**src/rtl/board_eval_if.sv**
```systemverilog
// board_eval_if: Avalon-MM style bus shared by the host (slave side) and memory (master side) ports
interface board_eval_if #(parameter int AW = 32);
  logic          waitrequest;
  logic [AW-1:0] address;
  logic          read;
  logic [31:0]   readdata;
  logic          readdatavalid;
  logic          write;
  logic [31:0]   writedata;
  modport master(output address, read, write, writedata, input waitrequest, readdata, readdatavalid);
  modport slave(input address, read, write, writedata, output waitrequest, readdata);
endinterface

```
**src/rtl/board_eval.sv**
```systemverilog
// board_eval: scans board_count 8x8 boards through a read master and keeps the best material score
module board_eval (
  input logic           clk,
  input logic           rst_n,
  board_eval_if.slave   s,
  board_eval_if.master  m
);
  typedef enum logic [3:0] {IDLE, LATCH, ACK_START, CHECK_BOARD, RD_SQ, ACC, CMP, NEXT_BOARD, DONE} state_t;
  state_t             state_q, state_d;
  logic               done_q, done_d, max_q, max_d;
  logic [31:0]        best_idx_q, best_idx_d, base_q, base_d;
  logic signed [15:0] best_score_q, best_score_d, acc_q, acc_d;
  logic [7:0]         board_q, board_d, count_q, count_d, piece_q, piece_d;
  logic [5:0]         sq_q, sq_d;
  logic [7:0]         mag;
  logic signed [15:0] val, contrib;
  logic               better, rd_en;
  logic               unused;
  always_comb begin
    mag = piece_q[7] ? 8'(-piece_q) : piece_q;
    val = mag == 8'd1 ? 16'sd1 :
          (mag == 8'd2 || mag == 8'd3) ? 16'sd3 :
          mag == 8'd4 ? 16'sd5 :
          mag == 8'd5 ? 16'sd9 :
          mag == 8'd6 ? 16'sd100 : 16'sd0;
    contrib = piece_q[7] ? -val : val;
    // strict comparison keeps the lower index on ties; board 0 always seeds the result
    better = board_q == 8'd0 || (max_q ? acc_q > best_score_q : acc_q < best_score_q);
  end
  always_ff @(posedge clk) begin
    if (!rst_n) begin
      state_q      <= IDLE;
      done_q       <= 1'b0;
      best_idx_q   <= '1;
      best_score_q <= '0;
      acc_q        <= '0;
      board_q      <= '0;
      sq_q         <= '0;
      base_q       <= '1;
      count_q      <= '0;
      max_q        <= 1'b1;
      piece_q      <= '0;
    end else begin
      state_q      <= state_d;
      done_q       <= done_d;
      best_idx_q   <= best_idx_d;
      best_score_q <= best_score_d;
      acc_q        <= acc_d;
      board_q      <= board_d;
      sq_q         <= sq_d;
      base_q       <= base_d;
      count_q      <= count_d;
      max_q        <= max_d;
      piece_q      <= piece_d;
    end
  end
  always_comb begin
    state_d      = state_q;
    done_d       = done_q;
    best_idx_d   = best_idx_q;
    best_score_d = best_score_q;
    acc_d        = acc_q;
    board_d      = board_q;
    sq_d         = sq_q;
    base_d       = base_q;
    count_d      = count_q;
    max_d        = max_q;
    piece_d      = piece_q;
    case (state_q)
      IDLE: if (s.write) begin
        state_d = s.address == 4'd0 ? ACK_START : LATCH;
        base_d  = s.address == 4'd1 ? s.writedata : base_q;
        count_d = s.address == 4'd2 ? s.writedata[7:0] : count_q;
        max_d   = s.address == 4'd3 ? s.writedata[0] : max_q;
      end
      LATCH: state_d = IDLE;
      ACK_START: begin
        state_d      = CHECK_BOARD;
        board_d      = '0;
        sq_d         = '0;
        done_d       = 1'b0;
        best_idx_d   = '1;
        best_score_d = '0;
      end
      CHECK_BOARD: begin
        state_d = board_q == count_q ? DONE : RD_SQ;
        done_d  = board_q == count_q;
        acc_d   = board_q == count_q ? acc_q : 16'sd0;
      end
      RD_SQ: if (m.readdatavalid) begin
        state_d = ACC;
        piece_d = m.readdata[7:0];
      end
      ACC: begin
        acc_d   = acc_q + contrib;
        state_d = sq_q == 6'd63 ? CMP : RD_SQ;
        sq_d    = sq_q + 6'd1;
      end
      CMP: begin
        state_d      = NEXT_BOARD;
        best_idx_d   = better ? {24'd0, board_q} : best_idx_q;
        best_score_d = better ? acc_q : best_score_q;
      end
      NEXT_BOARD: begin
        board_d = board_q + 8'd1;
        sq_d    = '0;
        state_d = CHECK_BOARD;
      end
      DONE: state_d = (s.read && s.address == 4'd0) ? IDLE : DONE;
      default: state_d = IDLE;
    endcase
  end
  // outputs are gated by rst_n so they sit at their idle values while reset is held
  assign rd_en         = rst_n && state_q == RD_SQ;
  assign s.waitrequest = rst_n && !(state_q inside {IDLE, ACK_START, DONE});
  assign s.readdata    = s.address == 4'd0 ? {31'd0, done_q} :
                         s.address == 4'd1 ? best_idx_q :
                         s.address == 4'd2 ? {{16{best_score_q[15]}}, best_score_q} : 32'd0;
  assign m.read        = rd_en;
  assign m.address     = rd_en ? base_q + {18'd0, board_q, sq_q} : '1;
  assign m.write       = 1'b0;
  assign m.writedata   = '0;
  assign unused        = ^{m.waitrequest, m.readdata[31:8]};
endmodule

```
**src/flat_wrapper.sv**
```systemverilog
// flat-port wrapper written by rule: the top's interface ports become plain ports
module board_eval_flat 
  (clk, rst_n, s_address, s_read, s_write, s_writedata, s_waitrequest, s_readdata, m_address, m_read, m_write, m_writedata, m_waitrequest, m_readdata, m_readdatavalid);
  board_eval_if s_i ();
  board_eval_if m_i ();
  input logic clk;
  input logic rst_n;
  input wire logic [$bits(s_i.address)-1:0] s_address;
  input wire logic [$bits(s_i.read)-1:0] s_read;
  input wire logic [$bits(s_i.write)-1:0] s_write;
  input wire logic [$bits(s_i.writedata)-1:0] s_writedata;
  output wire logic [$bits(s_i.waitrequest)-1:0] s_waitrequest;
  output wire logic [$bits(s_i.readdata)-1:0] s_readdata;
  output wire logic [$bits(m_i.address)-1:0] m_address;
  output wire logic [$bits(m_i.read)-1:0] m_read;
  output wire logic [$bits(m_i.write)-1:0] m_write;
  output wire logic [$bits(m_i.writedata)-1:0] m_writedata;
  input wire logic [$bits(m_i.waitrequest)-1:0] m_waitrequest;
  input wire logic [$bits(m_i.readdata)-1:0] m_readdata;
  input wire logic [$bits(m_i.readdatavalid)-1:0] m_readdatavalid;
  assign s_i.address = s_address;
  assign s_i.read = s_read;
  assign s_i.write = s_write;
  assign s_i.writedata = s_writedata;
  assign s_waitrequest = s_i.waitrequest;
  assign s_readdata = s_i.readdata;
  assign m_address = m_i.address;
  assign m_read = m_i.read;
  assign m_write = m_i.write;
  assign m_writedata = m_i.writedata;
  assign m_i.waitrequest = m_waitrequest;
  assign m_i.readdata = m_readdata;
  assign m_i.readdatavalid = m_readdatavalid;
  board_eval u_core (.clk(clk), .rst_n(rst_n), .s(s_i), .m(m_i));
endmodule
```
**config.mk**
```make
export PLATFORM = sky130hd
export DESIGN_NAME = board_eval_flat
export DESIGN_NICKNAME = d
export VERILOG_FILES = /design/src/rtl/board_eval_if.sv /design/src/rtl/board_eval.sv /design/src/flat_wrapper.sv
export SDC_FILE = /design/constraint.sdc
export NUM_CORES = 1
export LEC_CHECK = 0
export ABC_CLOCK_PERIOD_IN_PS = 6150
export BUFFER_PORTS_ARGS = -buffer_cell sky130_fd_sc_hd__buf_4
export CAP_MARGIN = 15
export CORE_UTILIZATION = 45
export DETAILED_ROUTE_END_ITERATION = 8
export PLACE_DENSITY = 0.71
export SETUP_SLACK_MARGIN = 0.3
export SYNTH_ARGS = -nofsm -noshare
export SYNTH_HDL_FRONTEND = slang
export SYNTH_SLANG_ARGS = --single-unit
```
**constraint.sdc**
```tcl
create_clock -name clk -period 6.15 [get_ports clk]
set_input_delay 0.3075 -clock clk [delete_from_list [all_inputs] [get_ports clk]]
set_output_delay 0.3075 -clock clk [all_outputs]
set_load 0.05 [all_outputs]
```
==> results.cfg, run 1 <==
[outcome]
status = finished, final reports clean

[min_path]
hold_depth = 3
hp-class = primary input to flop

[floorplan]
core_mm2 = 0.01664
ioPinCount = 201
die_w_um = 132.6
rows = 47
die-area_mm2 = 0.01757
die_h_um = 132.6
initial_utilization_pct = 46.09

[clock_tree]
cts_max_path_buffers = 2
clock_latency_ps = 360
cts_setup_buffers = 0
path_clk_slew_ps = 70
clockRootBuffer = clkbuf_16
ctsResizeCount = 0
clkSinkCount = 109
ctsHtreeMaxLevel = 3
cts_buffers = 9
cts_hold_buffers = 0
cts_tree = built

[place]
place_congestion = 0.8578
hpwl_mm = 13.30
io_buffers = 142

[synthesis]
synthDistinctLibCells = 69
synth_edf_count = 0
ys.flop_type = dfxtp_1
synth_area_per_cell_um2 = 7.876
yosysWarnings = 0
ys_seq_area_share_pct = 28.45
synthTopCellsByArea = dfxtp_1 (28%), ha_1 (8.6%), nand2_1 (7.3%), mux2i_1 (5.9%), buf_4 (5.2%)
yosysTopAreaCellShare_pct = 28.45
synthArstFlopShare_pct = 0
yosysTopAreaCell = dfxtp_1
syn_inst = 974
synth.most_common_cell = nand2_1
ys_ff_latch = 109
syn-cell-area_mm2 = 0.007671
synth_common_cells = nand2_1 (149), dfxtp_1 (109), nor2_1 (65)

[power]
power_density_mw_per_mm2 = 163.1
p_clk_share_pct = 43.9
pwr-share-comb_pct = 7.4
switching_power_w = 0.0003468
p_sw_share_pct = 23.89
p_leak_nw = 4.109
finalPower_w = 0.001452
power.internal_w = 0.001105
ir_drop_mv = 0.1450
seq_power_share_pct = 48.7

[route]
drc_errors = 0
drt-initial-drc-count = 394
vias_per_cell = 5.237
drt-pass1-iter-count = 4
drt_wl_total_mm = 17.95
wl_per_cell_um = 13.85
vias = 6787
final_antenna_net_count = 0

[critical_path]
arrival_ps = 4800
reg2reg_depth = 20
endpoint_kind = flop
cp_data_required_time_ps = 6410
crit_type = flop to flop
cp_max_fo = 6
cp-start-kind = flop

[grt]
grt_remaining_overflow = 0
grt_usage_pct = 20.30
first_global_vias = 6079
grt_max_degree = 113
antenna_found_initial = 0
grt_first_pass_wirelength_mm = 29.21

[layout]
fillers = 1619
antenna_cells = 0
final_nets = 1228
drive_gt1_share_pct = 16.54
area_delta_synth_final_pct = 16.00

[sta]
max_freq_mhz = 220.5
post-route-period-util_pct = 73.74
max_slew_margin_pct = 29.47
final_hold_viol_count = 0
timing.setup.tns_ps = 0
slew_violations = 0
fin_skew_ps = 7.113
timing.hold.ws_ps = 153.5
worst_pin_slew_ps = 1058
rsz0062_at_grt = no
post-route-min-period_ps = 4535
setup_viol = 0

[run]
drv_cap = 0
-- power groups by stage --
stage	Combinational, W	Clock (W)	Sequential (W)
2_1_floorplan	0.0000803	0	0.000722
3_3_place_gp	0.000107	0	0.000723
3_5_place_dp	0.000108	0	0.000723
4_1_cts	0.000108	0.000654	0.000706
5_1_grt	0.000113	0.000679	0.000707
6_report	0.000107	0.000638	0.000707
-- critical path, cell delays in order (launching register included) --
cell      delay [ps]
dfxtp_1          410
inv_1            100
ha_1             300
a21o_1           230
or3_1            410
nand2_1           90
nor2_1            50
inv_1             50
ha_1             140
a21boi_0         410
ha_1             320
a21o_1           180
ha_1             320
o21ai_0          120
o21ai_0          280
a31oi_1          200
o31ai_1          280
a21oi_1          120
xnor2_1          190
nand4b_1         120
o311ai_1         140
-- through the flow --
step	std cells	utilization, %	worst slack [ps]	cell area [um2]
global route	1296	53.47	1129	8899
floorplan	1006	-	2156	7791
global placement	1279	51.36	1749	8548
detailed placement	1279	51.36	1613	8548
finish	1296	53.47	1615	8899
CTS	1295	53.30	1597	8871
-- worst paths after layout --
path                         startpoint               endpoint  slack, ps
setup / recovery      u_core.piece_q[0]       u_core.acc_q[15]       1610
hold / removal          s_writedata[30]      u_core.base_q[30]        150
setup reg to reg      u_core.piece_q[0]       u_core.acc_q[15]       1610
hold reg to reg   u_core.best_idx_q[30]  u_core.best_idx_q[30]        470
-- cell type report --
type / count / area (um2) / share of cell area (%)
clock buffer: 10 / 229.0 / 2.573
clock inverter: 6 / 93.84 / 1.055
inverter: 39 / 146.4 / 1.645
multi-input combinational: 765 / 4848 / 54.49
sequential: 109 / 2182 / 24.52
tap: 220 / 275.3 / 3.093
timing repair buffer: 147 / 1124 / 12.63
-- metal layers --
layer	wire, um	GRT usage [%]	vias to the layer above	part of all wire (%)
li1	-	-	3478	-
met1	8564	27.52	3110	48
met2	8201	32.66	177	46
met3	824	2.835	22	4.6
met4	359	7.599	0	2.0
met5	0	0	-	0
-- cells in the final DEF, fill, tap and decap left out, types with 13 or more instances in the layout --
master and count:
buf_4 146, nand3_1 63, o21ai_0 28, inv_1 39
mux2i_1 45, xor2_1 20, nor2b_1 46, a21oi_1 34
nor2_1 65, and3_1 15, conb_1 33, nor3_1 13
dfxtp_1 109, nand2_1 149, nand4_1 19, a21o_1 14
xnor2_1 29, ha_1 53
-- sequential cells by signal (all words and copies together), names as in the netlist --
signal,cells
u_core.best_idx_q,9
u_core.sq_q,6
u_core.base_q,32
u_core.max_q,1
u_core.acc_q,16
u_core.state_q,4
u_core.piece_q,8
u_core.best_score_q,16
u_core.done_q,1
u_core.board_q,8
u_core.count_q,8
-- cells by family after synthesis --
kind of cell               synth area share [%]
xor gates and xnor gates                  5.594
other                                   0.04888
and+or+nand+nor                           27.81
muxes                                     6.019
DFF                                       28.45
buffers and inverters                     9.998
AOI/OAI and AO/OA                         12.92
adders and majority gates                 9.167
Power figures use the tool's default switching activity.
==> run 2, diff against run 1 <==
ABC_CLOCK_PERIOD_IN_PS = 3680   (was 6150)
PLACE_DENSITY = 0.73   (was 0.71)
clock period = 3.68 ns   (was 6.15 ns; I/O delays follow)
==> results.cfg, run 2 (synthesis results as in run 1) <==
[layout]
area_delta_synth_final_pct = 22.90
layout_commonest_cell = buf_4
seq_area_mm2 = 0.002192
post-route-util_pct = 56.65
top_register = u_core.base_q
antenna_cells = 0
final_nets = 1263
multi_input_area_mm2 = 0.005109
largest_reg_flops = 32
layout_common_cells = buf_4 (181), nand2_1 (148), dfxtp_1 (105)
top_regs = u_core.base_q x32, u_core.acc_q x16, u_core.best_score_q x16
drive_gt1_share_pct = 23.22
fillers = 1525

[critical_path]
critPathLaunch = u_core.piece_q[1]
critPathSlowestCell = or3_4
worstReg2RegEnd = u_core.acc_q[15]
cp_max_fo = 3
reg2reg_depth = 20
cp-start-kind = flop
cp_data_required_time_ps = 3950
path_cells = inv_4 > ha_4 > a21o_1 > or3_4 > nand2_4 > nor2_4 > inv_2 > ha_4 > a21boi_4 > ha_1 > a21o_1 > ha_4 > o21ai_4 > o21ai_2 > a31oi_2 > o31ai_2 > a21oi_2 > xnor2_1 > nand4b_1 > o311ai_1
timing.rr.start = u_core.piece_q[1]
arrival_ps = 3900
max_stage_delay_ps = 410
cpMostUsedCell = ha_4
rrSetupSlack_ps = 50
endpoint_kind = flop
crit_type = flop to flop
cp-endpoint = u_core.acc_q[15]

[sta]
max_slew_margin_pct = 37.72
post-route-min-period_ps = 3630
max_freq_mhz = 275.5
post-route-period-util_pct = 98.63
slew_violations = 0
final_hold_viol_count = 0
rsz0062_at_grt = yes
worst_pin_slew_ps = 934.3
fin_skew_ps = 8.873
timing.setup.tns_ps = 0
setup_viol = 0

[clock_tree]
clockRootBuffer = clkbuf_16
ctsHtreeMaxLevel = 3
cts_max_path_buffers = 2
clkSinkCount = 109
cts_buffers = 9
cts_tree = built
path_clk_slew_ps = 70
clock_latency_ps = 360

[grt]
grt_max_degree = 67
grt_usage_pct = 21.36
first_global_vias = 6248
grtUsageMet3_pct = 4.176
met2_usage_pct = 35.12
antenna_found_initial = 0
grt_first_pass_wirelength_mm = 30.70
grt_remaining_overflow = 0
grtUsageMet1_pct = 28.70
grt.busiest_layer = met2

[power]
switching_power_w = 0.0005928
seq_power_share_pct = 48.0
power.internal_w = 0.001863
pwr-share-comb_pct = 7.3
p_clk_share_pct = 44.6
power_density_mw_per_mm2 = 260.4
p_leak_nw = 4.345
ir_drop_mv = 0.2071
p_sw_share_pct = 24.14

[floorplan]
initial_utilization_pct = 46.09
die_h_um = 132.6
die-area_mm2 = 0.01757
core_mm2 = 0.01664
ioPinCount = 201
die_w_um = 132.6
rows = 47

[place]
hpwl_mm = 13.83
io_buffers = 142
place_congestion = 0.8437

[route]
drt_wl_total_mm = 19.31
vias = 7043
wl_per_cell_um = 14.51
drc_errors = 0
final_antenna_net_count = 0
drt-pass1-iter-count = 5
vias_per_cell = 5.292
drt-initial-drc-count = 446

[min_path]
hp-class = primary input to flop
min-delay-start = s_writedata[26]

[outcome]
status = finished, final reports clean

[run]
drv_cap = 0
==> run 2: final cells by class <==
class                           instances  share of cell area [%]
Clock buffer                           10                   2.535
Clock inverter                          6                  0.9954
Inverter                               39                   1.579
Multi-Input combinational cell        765                   54.19
Sequential cell                       109                   23.25
Tap cell                              220                   2.920
Timing Repair Buffer                  182                   14.53
==> run 2: metal layers <==
layer  wire length (um)  up-vias  part of all wire, %
met5                  0        -                    0
met1               8862     3278                   46
met4                223        0                  1.2
met3               1177       14                  6.1
met2               9047      206                   47
li1                   -     3545                    -
==> run 2: worst min-delay path by stage <==
stage | endpoint | slack, ps | cells after the start
final | u_core.base_q[26] | 20 | 3
after global routing | u_core.base_q[8] | 20 | 3
after CTS | u_core.base_q[8] | 20 | 3
after detailed placement | u_core.base_q[26] | 390 | 3
after global placement | u_core.base_q[19] | 390 | 3
after floorplan | u_core.base_q[0] | 310 | 2
==> run 2: power groups by stage <==
stage | logic (W) | clock network, W | registers (W)
floorplan | 0.000134 | 0 | 0.00121
global placement | 0.000179 | 0 | 0.00121
global route | 0.000190 | 0.00116 | 0.00118
finish | 0.000180 | 0.00110 | 0.00118
detailed placement | 0.000179 | 0 | 0.00121
CTS | 0.000180 | 0.00111 | 0.00118
==> run 2: per-stage QoR <==
step	hold WS [ps]	power, W	std cells	worst slack, ps	cell area (um2)
after CTS	15.29	0.002471	1323	91.91	9235
after detailed placement	394.9	0.001388	1300	-40.02	8772
after global routing	24.51	0.002530	1331	-105.2	9428
after global placement	391.1	0.001388	1300	76.44	8772
final	23.54	0.002455	1331	50.47	9428
after floorplan	308.0	0.001341	1006	161.6	7858
==> run 2: repair_timing <==
action / in CTS / in global routing
hold buffers: 0 / 0
resized for setup: 19 / 31
endpoints found under the hold margin: 0 / 0
buffers inserted: 7 / 8
pin swaps: 19 / 24
endpoints found under the setup margin: 13 / 19
==> run 2: critical path, delay by kind of cell, from the launching register on <==
kind / cells / cell delay (ps)
compound gates: 9 / 1350
fa+ha+maj: 4 / 870
simple gates: 4 / 650
flops: 1 / 370
xor+xnor: 1 / 200
buf+inv: 2 / 100
